--- src/rtl/uart_loader_pkg.sv ---
// Shared constants and state types for the UART memory loader.
package uart_loader_pkg;

    localparam logic [7:0] SYNC_BYTE   = 8'hA5;
    localparam logic [7:0] CMD_WRITE   = 8'h01;
    localparam logic [7:0] CMD_READ    = 8'h02;
    localparam logic [7:0] CMD_RST_SET = 8'h03;
    localparam logic [7:0] CMD_RST_CLR = 8'h04;
    localparam logic [7:0] ACK_BYTE    = 8'h5A;
    localparam logic [7:0] NAK_BYTE    = 8'hEE;

    typedef enum logic [3:0] {
        ST_IDLE, ST_CMD, ST_ADDR_HI, ST_ADDR_LO,
        ST_D0, ST_D1, ST_D2, ST_D3,
        ST_EXEC, ST_RD_WAIT, ST_RESP
    } parser_state_t;

    typedef enum logic [1:0] {
        RX_IDLE, RX_START, RX_DATA, RX_STOP
    } rx_state_t;

endpackage

--- src/rtl/uart_mem_loader_if.sv ---
// Single-word memory access port (DMA side of the L1 RAMs).
interface uart_mem_loader_if #(
    parameter int unsigned ADDR_WIDTH = 13
);
    logic                  mem_en;
    logic                  mem_we;
    logic [ADDR_WIDTH-1:0] mem_addr;
    logic [31:0]           mem_wdata;
    logic [31:0]           mem_rdata;

    modport master (output mem_en, mem_we, mem_addr, mem_wdata, input mem_rdata);
    modport slave  (input mem_en, mem_we, mem_addr, mem_wdata, output mem_rdata);
endinterface

--- src/rtl/uart_mem_loader_phy.sv ---
// UART byte PHY: rxd synchronizer, mid-bit RX sampler, 8N1 TX shifter.
module uart_phy
    import uart_loader_pkg::*;
#(
    parameter int unsigned CLKS_PER_BIT = 964
) (
    input  logic       clk,
    input  logic       resetb,
    input  logic       rxd,
    output logic       txd,
    output logic [7:0] rx_data,
    output logic       rx_valid,
    output logic       rx_ferr,
    input  logic [7:0] tx_data,
    input  logic       tx_start,
    output logic       tx_busy
);
    localparam int unsigned CW = $clog2(CLKS_PER_BIT + 1);
    localparam logic [CW-1:0] BIT_LAST  = CW'(CLKS_PER_BIT - 1);
    localparam logic [CW-1:0] HALF_LAST = CW'(CLKS_PER_BIT / 2 - 1);

    logic [1:0]    rx_sync;
    logic          rx_prev;
    rx_state_t     rx_state_q, rx_state_d;
    logic [CW-1:0] rx_cnt_q, rx_cnt_d;
    logic [2:0]    rx_bit_q, rx_bit_d;
    logic [7:0]    rx_shift_q, rx_shift_d;
    logic          rx_valid_d, rx_ferr_d;
    logic          rx_s;

    logic          tx_active;
    logic [9:0]    tx_shift;
    logic [CW-1:0] tx_cnt;
    logic [3:0]    tx_bit;
    logic          tx_last;

    assign rx_s    = rx_sync[1];
    assign rx_data = rx_shift_q;

    // Two-stage synchronizer plus one delayed copy for falling-edge detection.
    always_ff @(posedge clk or negedge resetb) begin
        if (!resetb) begin
            rx_sync <= '1;
            rx_prev <= 1'b1;
        end else begin
            rx_sync <= {rx_sync[0], rxd};
            rx_prev <= rx_sync[1];
        end
    end

    // RX sampler state and datapath registers.
    always_ff @(posedge clk or negedge resetb) begin
        if (!resetb) begin
            rx_state_q <= RX_IDLE;
            rx_cnt_q   <= '0;
            rx_bit_q   <= '0;
            rx_shift_q <= '0;
            rx_valid   <= 1'b0;
            rx_ferr    <= 1'b0;
        end else begin
            rx_state_q <= rx_state_d;
            rx_cnt_q   <= rx_cnt_d;
            rx_bit_q   <= rx_bit_d;
            rx_shift_q <= rx_shift_d;
            rx_valid   <= rx_valid_d;
            rx_ferr    <= rx_ferr_d;
        end
    end

    // RX next state: start re-check at half bit, data and stop at bit centres.
    always_comb begin
        rx_state_d = rx_state_q;
        rx_cnt_d   = rx_cnt_q;
        rx_bit_d   = rx_bit_q;
        rx_shift_d = rx_shift_q;
        rx_valid_d = 1'b0;
        rx_ferr_d  = 1'b0;
        case (rx_state_q)
            RX_IDLE: if (rx_prev && !rx_s) begin
                rx_state_d = RX_START;
                rx_cnt_d   = '0;
            end
            RX_START: if (rx_cnt_q == HALF_LAST) begin
                rx_cnt_d   = '0;
                rx_bit_d   = '0;
                rx_state_d = rx_s ? RX_IDLE : RX_DATA;
            end else rx_cnt_d = rx_cnt_q + 1'b1;
            RX_DATA: if (rx_cnt_q == BIT_LAST) begin
                rx_cnt_d   = '0;
                rx_shift_d = {rx_s, rx_shift_q[7:1]};
                if (rx_bit_q == 3'd7) rx_state_d = RX_STOP;
                else                  rx_bit_d   = rx_bit_q + 1'b1;
            end else rx_cnt_d = rx_cnt_q + 1'b1;
            RX_STOP: if (rx_cnt_q == BIT_LAST) begin
                rx_state_d = RX_IDLE;
                rx_valid_d = rx_s;
                rx_ferr_d  = !rx_s;
            end else rx_cnt_d = rx_cnt_q + 1'b1;
            default: rx_state_d = RX_IDLE;
        endcase
    end

    // Busy drops in the final stop-bit cycle so the next byte can follow with no gap.
    assign tx_last = tx_active && (tx_bit == 4'd9) && (tx_cnt == BIT_LAST);
    assign tx_busy = tx_active && !tx_last;
    assign txd     = tx_active ? tx_shift[0] : 1'b1;

    // TX shifter: start bit, 8 data bits LSB first, stop bit.
    always_ff @(posedge clk or negedge resetb) begin
        if (!resetb) begin
            tx_active <= 1'b0;
            tx_shift  <= '1;
            tx_cnt    <= '0;
            tx_bit    <= '0;
        end else if (tx_start && !tx_busy) begin
            tx_active <= 1'b1;
            tx_shift  <= {1'b1, tx_data, 1'b0};
            tx_cnt    <= '0;
            tx_bit    <= '0;
        end else if (tx_active) begin
            if (tx_cnt == BIT_LAST) begin
                tx_cnt <= '0;
                if (tx_bit == 4'd9) begin
                    tx_active <= 1'b0;
                end else begin
                    tx_bit   <= tx_bit + 1'b1;
                    tx_shift <= {1'b1, tx_shift[9:1]};
                end
            end else begin
                tx_cnt <= tx_cnt + 1'b1;
            end
        end
    end

endmodule

--- src/rtl/uart_mem_loader.sv ---
// Serial host bridge: decodes A5-framed commands into single-word memory
// accesses and core-reset control, and returns ACK/NAK/read data over UART.
module uart_mem_loader
    import uart_loader_pkg::*;
#(
    parameter int unsigned CLKS_PER_BIT   = 964,
    parameter int unsigned ADDR_WIDTH     = 13,
    parameter int unsigned TIMEOUT_CYCLES = 1000000
) (
    input  logic                      clk,
    input  logic                      resetb,
    input  logic                      rxd,
    output logic                      txd,
    uart_mem_loader_if.master         mem,
    output logic                      core_reset,
    output logic                      busy,
    output logic                      err
);
    localparam int unsigned TW = $clog2(TIMEOUT_CYCLES + 1);

    logic [7:0]    rx_data, tx_data;
    logic          rx_valid, rx_ferr, tx_start, tx_busy;

    parser_state_t state_q, state_d;
    logic [7:0]    cmd_q, cmd_d, resp_code_q, resp_code_d;
    logic [15:0]   addr_q, addr_d;
    logic [31:0]   wdata_q, wdata_d, rdata_q, rdata_d;
    logic [2:0]    resp_len_q, resp_len_d, resp_idx_q, resp_idx_d;
    logic          core_reset_q, core_reset_d, err_q, err_d;
    logic [TW-1:0] to_cnt;
    logic          in_frame, to_expired, addr_bad, mem_cmd, exec_access;

    uart_phy #(.CLKS_PER_BIT(CLKS_PER_BIT)) u_phy (
        .clk(clk), .resetb(resetb), .rxd(rxd), .txd(txd),
        .rx_data(rx_data), .rx_valid(rx_valid), .rx_ferr(rx_ferr),
        .tx_data(tx_data), .tx_start(tx_start), .tx_busy(tx_busy)
    );

    assign in_frame    = state_q inside {ST_CMD, ST_ADDR_HI, ST_ADDR_LO, ST_D0, ST_D1, ST_D2, ST_D3};
    assign to_expired  = (to_cnt == TW'(TIMEOUT_CYCLES - 1));
    assign addr_bad    = (({16'h0, addr_q} >> ADDR_WIDTH) != 32'h0);
    assign mem_cmd     = (cmd_q == CMD_WRITE) || (cmd_q == CMD_READ);
    assign exec_access = (state_q == ST_EXEC) && mem_cmd && !addr_bad;

    assign mem.mem_en    = exec_access;
    assign mem.mem_we    = exec_access && (cmd_q == CMD_WRITE);
    assign mem.mem_addr  = addr_q[ADDR_WIDTH-1:0];
    assign mem.mem_wdata = wdata_q;
    assign core_reset    = core_reset_q;
    assign busy          = (state_q != ST_IDLE);
    assign err           = err_q;

    // Response byte select: status byte first, then read data MSB first.
    always_comb begin
        case (resp_idx_q)
            3'd1:    tx_data = rdata_q[31:24];
            3'd2:    tx_data = rdata_q[23:16];
            3'd3:    tx_data = rdata_q[15:8];
            3'd4:    tx_data = rdata_q[7:0];
            default: tx_data = resp_code_q;
        endcase
    end

    // Inter-byte timeout: counts idle cycles while a frame is partially received.
    always_ff @(posedge clk or negedge resetb) begin
        if (!resetb)                   to_cnt <= '0;
        else if (!in_frame || rx_valid) to_cnt <= '0;
        else                           to_cnt <= to_cnt + 1'b1;
    end

    // Parser state and frame registers.
    always_ff @(posedge clk or negedge resetb) begin
        if (!resetb) begin
            state_q      <= ST_IDLE;
            cmd_q        <= '0;
            addr_q       <= '0;
            wdata_q      <= '0;
            rdata_q      <= '0;
            resp_code_q  <= '0;
            resp_len_q   <= '0;
            resp_idx_q   <= '0;
            core_reset_q <= 1'b0;
            err_q        <= 1'b0;
        end else begin
            state_q      <= state_d;
            cmd_q        <= cmd_d;
            addr_q       <= addr_d;
            wdata_q      <= wdata_d;
            rdata_q      <= rdata_d;
            resp_code_q  <= resp_code_d;
            resp_len_q   <= resp_len_d;
            resp_idx_q   <= resp_idx_d;
            core_reset_q <= core_reset_d;
            err_q        <= err_d;
        end
    end

    // Parser next state, command execution and response sequencing.
    always_comb begin
        state_d      = state_q;
        cmd_d        = cmd_q;
        addr_d       = addr_q;
        wdata_d      = wdata_q;
        rdata_d      = rdata_q;
        resp_code_d  = resp_code_q;
        resp_len_d   = resp_len_q;
        resp_idx_d   = resp_idx_q;
        core_reset_d = core_reset_q;
        err_d        = rx_ferr;
        tx_start     = 1'b0;
        case (state_q)
            ST_IDLE: if (rx_valid && rx_data == SYNC_BYTE) state_d = ST_CMD;
            ST_CMD: if (rx_valid) begin
                cmd_d = rx_data;
                if (rx_data inside {CMD_WRITE, CMD_READ, CMD_RST_SET, CMD_RST_CLR}) begin
                    state_d = ST_ADDR_HI;
                end else begin
                    err_d       = 1'b1;
                    resp_code_d = NAK_BYTE;
                    resp_len_d  = 3'd1;
                    resp_idx_d  = '0;
                    state_d     = ST_RESP;
                end
            end
            ST_ADDR_HI: if (rx_valid) begin
                addr_d[15:8] = rx_data;
                state_d      = ST_ADDR_LO;
            end
            // core_reset is loaded here so the register output changes during EXEC.
            ST_ADDR_LO: if (rx_valid) begin
                addr_d[7:0] = rx_data;
                if (cmd_q == CMD_RST_SET) core_reset_d = 1'b1;
                if (cmd_q == CMD_RST_CLR) core_reset_d = 1'b0;
                state_d = (cmd_q == CMD_WRITE) ? ST_D0 : ST_EXEC;
            end
            ST_D0: if (rx_valid) begin wdata_d = {wdata_q[23:0], rx_data}; state_d = ST_D1; end
            ST_D1: if (rx_valid) begin wdata_d = {wdata_q[23:0], rx_data}; state_d = ST_D2; end
            ST_D2: if (rx_valid) begin wdata_d = {wdata_q[23:0], rx_data}; state_d = ST_D3; end
            ST_D3: if (rx_valid) begin wdata_d = {wdata_q[23:0], rx_data}; state_d = ST_EXEC; end
            ST_EXEC: begin
                resp_code_d = ACK_BYTE;
                resp_len_d  = 3'd1;
                resp_idx_d  = '0;
                state_d     = ST_RESP;
                if (mem_cmd && addr_bad) begin
                    err_d       = 1'b1;
                    resp_code_d = NAK_BYTE;
                end else if (cmd_q == CMD_READ) begin
                    state_d = ST_RD_WAIT;
                end
            end
            ST_RD_WAIT: begin
                rdata_d    = mem.mem_rdata;
                resp_len_d = 3'd5;
                state_d    = ST_RESP;
            end
            ST_RESP: begin
                if (rx_valid) err_d = 1'b1;
                if (!tx_busy) begin
                    if (resp_idx_q == resp_len_q) begin
                        state_d = ST_IDLE;
                    end else begin
                        tx_start   = 1'b1;
                        resp_idx_d = resp_idx_q + 1'b1;
                    end
                end
            end
            default: state_d = ST_IDLE;
        endcase
        if (in_frame && !rx_valid && to_expired) begin
            state_d = ST_IDLE;
            err_d   = 1'b1;
        end
    end

endmodule

--- src/flat_wrapper.sv ---
// flat-port wrapper written by rule: the top's interface ports become plain ports
module uart_mem_loader_flat import uart_loader_pkg::*;
#(
    parameter int unsigned CLKS_PER_BIT   = 964,
    parameter int unsigned ADDR_WIDTH     = 13,
    parameter int unsigned TIMEOUT_CYCLES = 1000000
)
  (clk, resetb, rxd, txd, core_reset, busy, err, mem_mem_en, mem_mem_we, mem_mem_addr, mem_mem_wdata, mem_mem_rdata);
  uart_mem_loader_if #(.ADDR_WIDTH(ADDR_WIDTH)) mem_i ();
  input  logic clk;
  input  logic resetb;
  input  logic rxd;
  output logic txd;
  output logic core_reset;
  output logic busy;
  output logic err;
  output wire logic [$bits(mem_i.mem_en)-1:0] mem_mem_en;
  output wire logic [$bits(mem_i.mem_we)-1:0] mem_mem_we;
  output wire logic [$bits(mem_i.mem_addr)-1:0] mem_mem_addr;
  output wire logic [$bits(mem_i.mem_wdata)-1:0] mem_mem_wdata;
  input wire logic [$bits(mem_i.mem_rdata)-1:0] mem_mem_rdata;
  assign mem_mem_en = mem_i.mem_en;
  assign mem_mem_we = mem_i.mem_we;
  assign mem_mem_addr = mem_i.mem_addr;
  assign mem_mem_wdata = mem_i.mem_wdata;
  assign mem_i.mem_rdata = mem_mem_rdata;
  uart_mem_loader #(.CLKS_PER_BIT(CLKS_PER_BIT), .ADDR_WIDTH(ADDR_WIDTH), .TIMEOUT_CYCLES(TIMEOUT_CYCLES)) u_core (.clk(clk), .resetb(resetb), .rxd(rxd), .txd(txd), .mem(mem_i), .core_reset(core_reset), .busy(busy), .err(err));
endmodule
--- config.mk ---
export PLATFORM = sky130hd
export DESIGN_NAME = uart_mem_loader_flat
export DESIGN_NICKNAME = d
export VERILOG_FILES = /design/src/rtl/uart_loader_pkg.sv /design/src/rtl/uart_mem_loader_if.sv /design/src/rtl/uart_mem_loader_phy.sv /design/src/rtl/uart_mem_loader.sv /design/src/flat_wrapper.sv
export SDC_FILE = /design/constraint.sdc
export NUM_CORES = 1
export LEC_CHECK = 0
export ABC_AREA = 1
export CAP_MARGIN = 20
export CORE_MARGIN = 10
export CORE_UTILIZATION = 45
export CTS_CLUSTER_SIZE = 28
export DETAILED_ROUTE_END_ITERATION = 10
export DONT_BUFFER_PORTS = 1
export GPL_TIMING_DRIVEN = 0
export MAX_ROUTING_LAYER = met4
export RECOVER_POWER = 100
export SYNTH_ARGS = -nofsm -noshare
export SYNTH_HDL_FRONTEND = slang
export SYNTH_SLANG_ARGS = --single-unit
--- constraint.sdc ---
create_clock -name clk -period 1.9 [get_ports clk]
set_input_delay 0.19 -clock clk [delete_from_list [all_inputs] [get_ports clk]]
set_output_delay 0.19 -clock clk [all_outputs]
set_load 0.01 [all_outputs]
==> flow_summary_export.csv, run 1 <==
group,metric,value,unit
timing,relSlewSlack,0.6829,
finish,fin_area,0.009721,mm2
synth,syn_nets,1044,
timing,holdWs,-0.5574,ns
routing,drtAntennaViolNets,0,
clocking,cts_sinks,174,
power,clockPowerShare,0.431,
critical_path,critPathKind,"flip-flop to output pin",
synth,yosysWarningCount,0,
synth,avgSynthCellArea,8.468,um2
clocking,clk_pin_slew_worst_paths,0.08,ns
timing,slew_violations,0,
routing,wire_per_inst,14.74,um
timing,hold_viol_final,174,
routing,firstDrtPassIters,6,
critical_path,start_kind,"flip-flop",
routing,vias,6486,
synth,synth_cell_type_count,46,
routing,drt_drc_violations_left,0,
floorplan,die_h,156.9,um
timing,tightest_slew,0.4757,ns
timing,fmax,0.5550,GHz
synth,synth_async_sr_flop_share,1.000,
critical_path,reg2regPathDepth,11,
floorplan,start_util,0.4539,
clocking,htree_levels,4,
global_routing,grt_pass1_vias,6277,
timing,period_share,0.9483,
global_routing,grt_usage,0.1640,
floorplan,io_pins,86,
floorplan,dieArea,0.02462,mm2
placement,gp_congestion,0.9087,
global_routing,grt_pass1_wl,31760,um
critical_path,end_kind,"output pin",
synth,seq_area_frac_synth,0.5180,
timing,setup_ws,0.09823,ns
critical_path,r2r_start,"u_core.u_phy.tx_bit[1]",
critical_path,critPathMaxFanout,6,
clocking,cts_tree,"yes",
finish,drive_gt1_frac,0.1266,
routing,wl,19170,um
critical_path,cp_slowest_stage_delay,0.47,ns
clocking,cts_inserted_buffers,17,
synth,syn_area,0.008434,mm2
power,powerDensity,823.7,mW/mm2
clocking,cts_root_buf,"clkbuf_16",
critical_path,r2r_end,"u_core.u_phy.tx_bit[2]",
floorplan,fp.coreArea,0.01858,mm2
status,outcome,"finished, violations left",
finish,multiInputGateArea,0.003475,mm2
critical_path,required,1.71,ns
hold_path,hold_path_class,"input pin to async pin",
placement,place_area,0.008727,mm2
power,p_leak,4.597,nW
timing,min_period,1.802,ns
global_routing,antenna_found_initial,0,
power,p_comb_frac,0.076,
clocking,clockBufferDepth,2,
synth,ys_seq_elements,174,
timing,finalClockSkew,0.008603,ns
synth,synth_edf_count,0,
critical_path,cp-startpoint,"u_core.state_q[2]",
finish,final_cells,1301,
synth,synth_ff_type,"dfrtp_1",
finish,regArea,0.004374,mm2
placement,post-place-ws,-0.06931,ns
power,switching_power,0.002162,W
power,swShare,0.2700,
timing,finalSetupViolCount,0,
critical_path,arrival,1.61,ns
status,violations,"hold timing",
finish,layout.nets,1101,
flow_run,drv_cap,0,
global_routing,grt_overflow,0,
synth,syn_inst,996,
clocking,insertion_delay,0.44,ns
timing,tns,0,ns
floorplan,row_count,50,
critical_path,reg2reg_slack,0.15,ns
placement,place_inst,1230,
placement,portBuffers,0,
critical_path,crit_chain,"nor2_4, nand2_1, inv_2, nand2_2, a21oi_4",
placement,dpl.hpwl,13160,um
clocking,cts_hold_buf,33,
floorplan,die_w,156.9,um
power,pwr-share-seq,0.493,
critical_path,slowest_stage,"dfrtp_1",
routing,drt_iter0_markers,420,
finish,fillCellCount,1736,
global_routing,grt_start_max_net_pins,175,
routing,routed_via_density,4.985,
power,p_int,0.005844,W
power,max-vdd-ir-drop,0.0005924,V
finish,syn_to_final_growth,15.25,%
[power groups by stage]
stage / sequential (W) / clock, W / combinational [W]
finish: 0.00395 / 0.00345 / 0.000608
global route: 0.00396 / 0.00370 / 0.000705
CTS: 0.00394 / 0.00354 / 0.000585
detailed placement: 0.00401 / 0 / 0.000527
global placement: 0.00401 / 0 / 0.000515
floorplan: 0.00398 / 0 / 0.000426
[routing by layer]
metal	GRT usage	routed length [um]	vias up
met1	0.2105	8851	3034
met5	-	0	-
met2	0.2514	9105	115
met3	0.03930	933	27
met4	0.05348	281	0
li1	-	-	3310
[cells in the mapped netlist, types with 2 or more instances]
cell      number  area share
o22ai_1        6      0.0045
nor3_1        13      0.0077
nand2_1      266        0.12
nor2_1       112       0.050
xnor2_1        2      0.0021
buf_4         13       0.012
buf_2          8      0.0047
xor2_1        10       0.010
nand3_1       58       0.034
dfrtp_1      162        0.48
buf_6          2      0.0027
nand4_1       23       0.017
ha_1          13       0.019
o21bai_2       3      0.0040
mux2_2        33       0.044
nand2_4        3      0.0040
o21ai_0       77       0.046
inv_1        115       0.051
dfstp_2       12       0.037
clkbuf_1       8      0.0036
nor2_4         3      0.0040
a21oi_1       30       0.018
[timing repair]
item                                   4_1_cts  5_1_grt
pin swaps                                    1        7
setup endpoints to repair                    8       46
resized for setup                            9       18
endpoints found under the hold margin      207      174
setup buffers                                0        6
[cells by family (layout without fill, tap and decap cells)]
group           count (synthesis)  in the layout  synth area share
flops                         174            174            0.5180
mux                            33             33           0.04406
fa+ha+maj                      13             13           0.01929
xor+xnor                       12             12           0.01246
compound gates                128            128           0.08530
simple gates                  486            486            0.2436
other cells                     0              1                 0
buf+inv                       150            220           0.07729
[per-stage QoR]
step	power (W)	util	hold WS, ns
after floorplan	0.004409	-	-0.1056
after global placement	0.004523	0.4697	-0.1003
after detailed placement	0.004534	0.4697	-0.09981
after CTS	0.008067	0.5212	-0.5716
after global routing	0.008365	0.5230	-0.5815
final	0.008007	0.5232	-0.5574
[cell type report]
type / count / share of cell area
Sequential cell: 174 / 0.4500
Multi-Input combinational cell: 672 / 0.3574
Inverter: 118 / 0.04634
Clock buffer: 17 / 0.04376
Timing Repair Buffer: 39 / 0.03862
Tap cell: 234 / 0.03012
Clock inverter: 15 / 0.01763
Buffer: 31 / 0.01583
Antenna cell: 1 / 0.0002574
[how the worst max path moves through the flow]
| stage | endpoint | slack (ns) | depth (start not counted) |
|---|---|---|---|
| 6_report | mem_mem_en | 0.1 | 5 |
| 5_1_grt | u_core.u_phy.rx_cnt_q[6] | -0.001 | 9 |
| 4_1_cts | mem_mem_en | 0.01 | 5 |
| 3_5_place_dp | u_core.u_phy.tx_shift[3] | -0.07 | 10 |
| 3_3_place_gp | u_core.u_phy.tx_shift[2] | -0.03 | 10 |
| 2_1_floorplan | u_core.u_phy.tx_shift[2] | 0.28 | 10 |
[placed cells by master (no fill, tap or decap), types with 12 or more instances in the layout]
cell           synthesis  layout
dfrtp_1              162     158
nand4_1               23      23
clkbuf_16              0      17
ha_1                  13      12
nor2_1               112     107
o21ai_0               77      77
clkbuf_1               8      19
dlygate4sd3_1          0      33
nand2_1              266     262
nand3_1               58      57
a21oi_1               30      29
inv_1                115     111
mux2_2                33      33
[critical path, delay by kind of cell, from the launching register on]
family / cells / cell delay [ns]
compound gates: 1 / 0.18
buf+inv: 1 / 0.12
flops: 1 / 0.47
simple gates: 3 / 0.41
[state kept, by name, indices dropped and copies added (netlist names), 2 cells and up, named ones only]
name                   cells
u_core.cmd_q               8
u_core.u_phy.tx_bit        4
u_core.resp_code_q         3
u_core.rdata_q            32
u_core.u_phy.rx_bit_q      3
u_core.u_phy.rx_cnt_q     10
u_core.u_phy.rx_sync       2
u_core.state_q             4
u_core.u_phy.rx_data       8
u_core.addr_q             16
u_core.u_phy.tx_cnt       10
u_core.resp_idx_q          3
u_core.to_cnt             20
u_core.resp_len_q          2
u_core.u_phy.tx_shift      9
u_core.mem.mem_wdata      32
(Power assumes the default switching activity.)
==> run 2: changes to the inputs <==
Settings changed: DONT_BUFFER_PORTS 1 to unset, PLACE_DENSITY set to 0.66.
==> run 2 against run 1 <==
Compared with the run above:
- the run ends with setup timing left
- maximum frequency is 6.5% lower
- core utilization rose by 3.1 points
- sequential power about the same
- critical path type unchanged
- highest routed layer unchanged
==> flow_summary_export.csv, run 2 (synthesis gave the netlist of run 1 again) <==
group,metric,value,unit
status,outcome,"finished, violations left",
clocking,htree_levels,4,
hold_path,hp-start,"rxd",
routing,top_layer,"met4",
finish,fillCellCount,1696,
timing,fmax,0.5187,GHz
critical_path,reg2reg_slack,0,ns
clocking,clockBufferDepth,2,
critical_path,r2r_end,"u_core.resp_code_q[4]",
floorplan,fp.coreArea,0.01858,mm2
critical_path,arrival,1.74,ns
global_routing,grt_pass1_vias,6445,
clocking,cts_root_buf,"clkbuf_16",
global_routing,grt_overflow,0,
routing,wire_per_inst,13.87,um
timing,tns,-0.04864,ns
timing,holdWs,0.3120,ns
finish,final_cell_mix,"259 x nand2_1, 161 x dfrtp_1, 113 x inv_1",
placement,portBuffers,85,
critical_path,critPathKind,"flip-flop to output pin",
routing,wl_met2,9113,um
clocking,cts_sinks,174,
timing,finalSetupViolCount,2,
timing,slew_violations,0,
critical_path,start_kind,"flip-flop",
routing,drt_iter0_markers,333,
critical_path,slowest_stage,"dfrtp_1",
floorplan,die_h,156.9,um
timing,relSlewSlack,0.2083,
critical_path,reg2regPathDepth,13,
timing,finalClockSkew,0.01128,ns
power,max-vdd-ir-drop,0.0005739,V
power,p_total,0.007960,W
placement,place_inst,1316,
critical_path,r2r_start,"u_core.cmd_q[7]",
finish,final_common_cell,"nand2_1",
floorplan,dieArea,0.02462,mm2
power,powerDensity,773.4,mW/mm2
hold_path,whs_endpoint,"u_core.u_phy.rx_sync[0]",
hold_path,hold_path_class,"input pin to flip-flop",
finish,layout.nets,1163,
clocking,insertion_delay,0.42,ns
flow_run,drv_cap,0,
clocking,cts_tree,"yes",
timing,period_share,1.015,
timing,tightest_slew,1.188,ns
routing,wl,18900,um
status,violations,"setup timing",
routing,firstDrtPassIters,4,
routing,vias,6670,
floorplan,io_pins,86,
routing,drtAntennaViolNets,0,
global_routing,grt_start_max_net_pins,90,
critical_path,critPathMaxFanout,3,
clocking,cts_inserted_buffers,17,
routing,drt-met1-wl,8835,um
hold_path,hold_depth,1,
power,p_leak,5.058,nW
finish,final_cells,1362,
floorplan,die_w,156.9,um
placement,gp_congestion,0.8879,
placement,post-place-ws,-0.1594,ns
global_routing,antenna_found_initial,0,
floorplan,start_util,0.4539,
timing,hold_viol_final,0,
floorplan,row_count,50,
global_routing,grt_pass1_wl,31670,um
timing,rsz0062_at_grt,"yes",
routing,routed_via_density,4.897,
critical_path,cp_slowest_stage_delay,0.40,ns
timing,setup_ws,-0.02790,ns
placement,dpl.hpwl,13620,um
critical_path,crit_top_cell,"nor2_2",
clocking,clk_pin_slew_worst_paths,0.07,ns
critical_path,end_kind,"output pin",
critical_path,crit_chain,"nor2_2, nand3_2, inv_2, nand4_1, buf_4, nor2_2, buf_2",
finish,syn_to_final_growth,22.03,%
global_routing,grt_usage,0.1612,
finish,drive_gt1_frac,0.1374,
finish,diodes,0,
routing,drt_drc_violations_left,0,
timing,min_period,1.928,ns
critical_path,required,1.71,ns
routing,wl_met3,712,um
-- run 2: cell count changes in the layout (fill, tap and decap cells not counted), moves of 5 or more --
cell	delta
nand2_2	+6
buf_2	-5
buf_4	+22
clkdlybuf4s50_1	+33
clkbuf_2	+6
inv_6	+8
clkbuf_1	-11
dlygate4sd3_1	+16
-- run 2: layout make-up --
class / instances / area (um2) / share of cell area
buffer: 31 / 182.7 / 0.01775
clock buffer: 17 / 425.4 / 0.04133
clock inverter: 15 / 137.6 / 0.01337
inverter: 118 / 446.7 / 0.04340
multi-input combinational: 673 / 3468 / 0.3370
sequential: 174 / 4370 / 0.4246
tap: 234 / 292.8 / 0.02845
timing repair buffer: 100 / 968.4 / 0.09409
-- run 2: worst max path at each step --
stage | startpoint | end | slack (ns) | cells past startpoint
floorplan | u_core.resp_idx_q[0] | u_core.u_phy.tx_shift[2] | 0.28 | 10
global placement | resetb | u_core.u_phy.rx_cnt_q[0] | -6.76 | 1
detailed placement | u_core.state_q[1] | mem_mem_en | -0.16 | 6
CTS | u_core.cmd_q[6] | u_core.resp_code_q[4] | -0.009 | 13
global route | u_core.cmd_q[7] | mem_mem_en | -0.15 | 7
finish | u_core.cmd_q[7] | mem_mem_we | -0.03 | 7
-- run 2: worst max-delay path, delay by kind of cell, from the launching register on --
family                 cells  cell delay [ns]
buffers and inverters      3             0.42
DFF                        1             0.40
and+or+nand+nor            4             0.50
-- run 2: through the flow --
| stage | utilization | cell area [um2] |
|---|---|---|
| finish | 0.5539 | 10290 |
| global route | 0.5539 | 10290 |
| CTS | 0.5531 | 10280 |
| detailed placement | 0.5172 | 9610 |
| global placement | 0.5155 | 9578 |
| floorplan | - | 8434 |
-- run 2: repair_timing --
item / 4_1_cts / 5_1_grt
pin swaps: 4 / 7
gates cloned: 0 / 1
setup buffers: 9 / 4
setup endpoints to repair: 7 / 49
hold endpoints to repair: 74 / 0
hold buffers: 1 / 0
gates resized for setup: 22 / 23
-- run 2: metal layers --
metal	vias to the layer above	global-route usage
li1	3432	-
met4	0	0.04135
met2	96	0.2514
met3	17	0.03384
met1	3125	0.2106
met5	-	-
-- run 2: report_power, final --
part | internal, W | switching (W) | total (W)
clock network | 0.00174 | 0.00160 | 0.00335
registers | 0.00383 | 0.000111 | 0.00394
logic | 0.000259 | 0.000412 | 0.000670
total | 0.00583 | 0.00213 | 0.00796
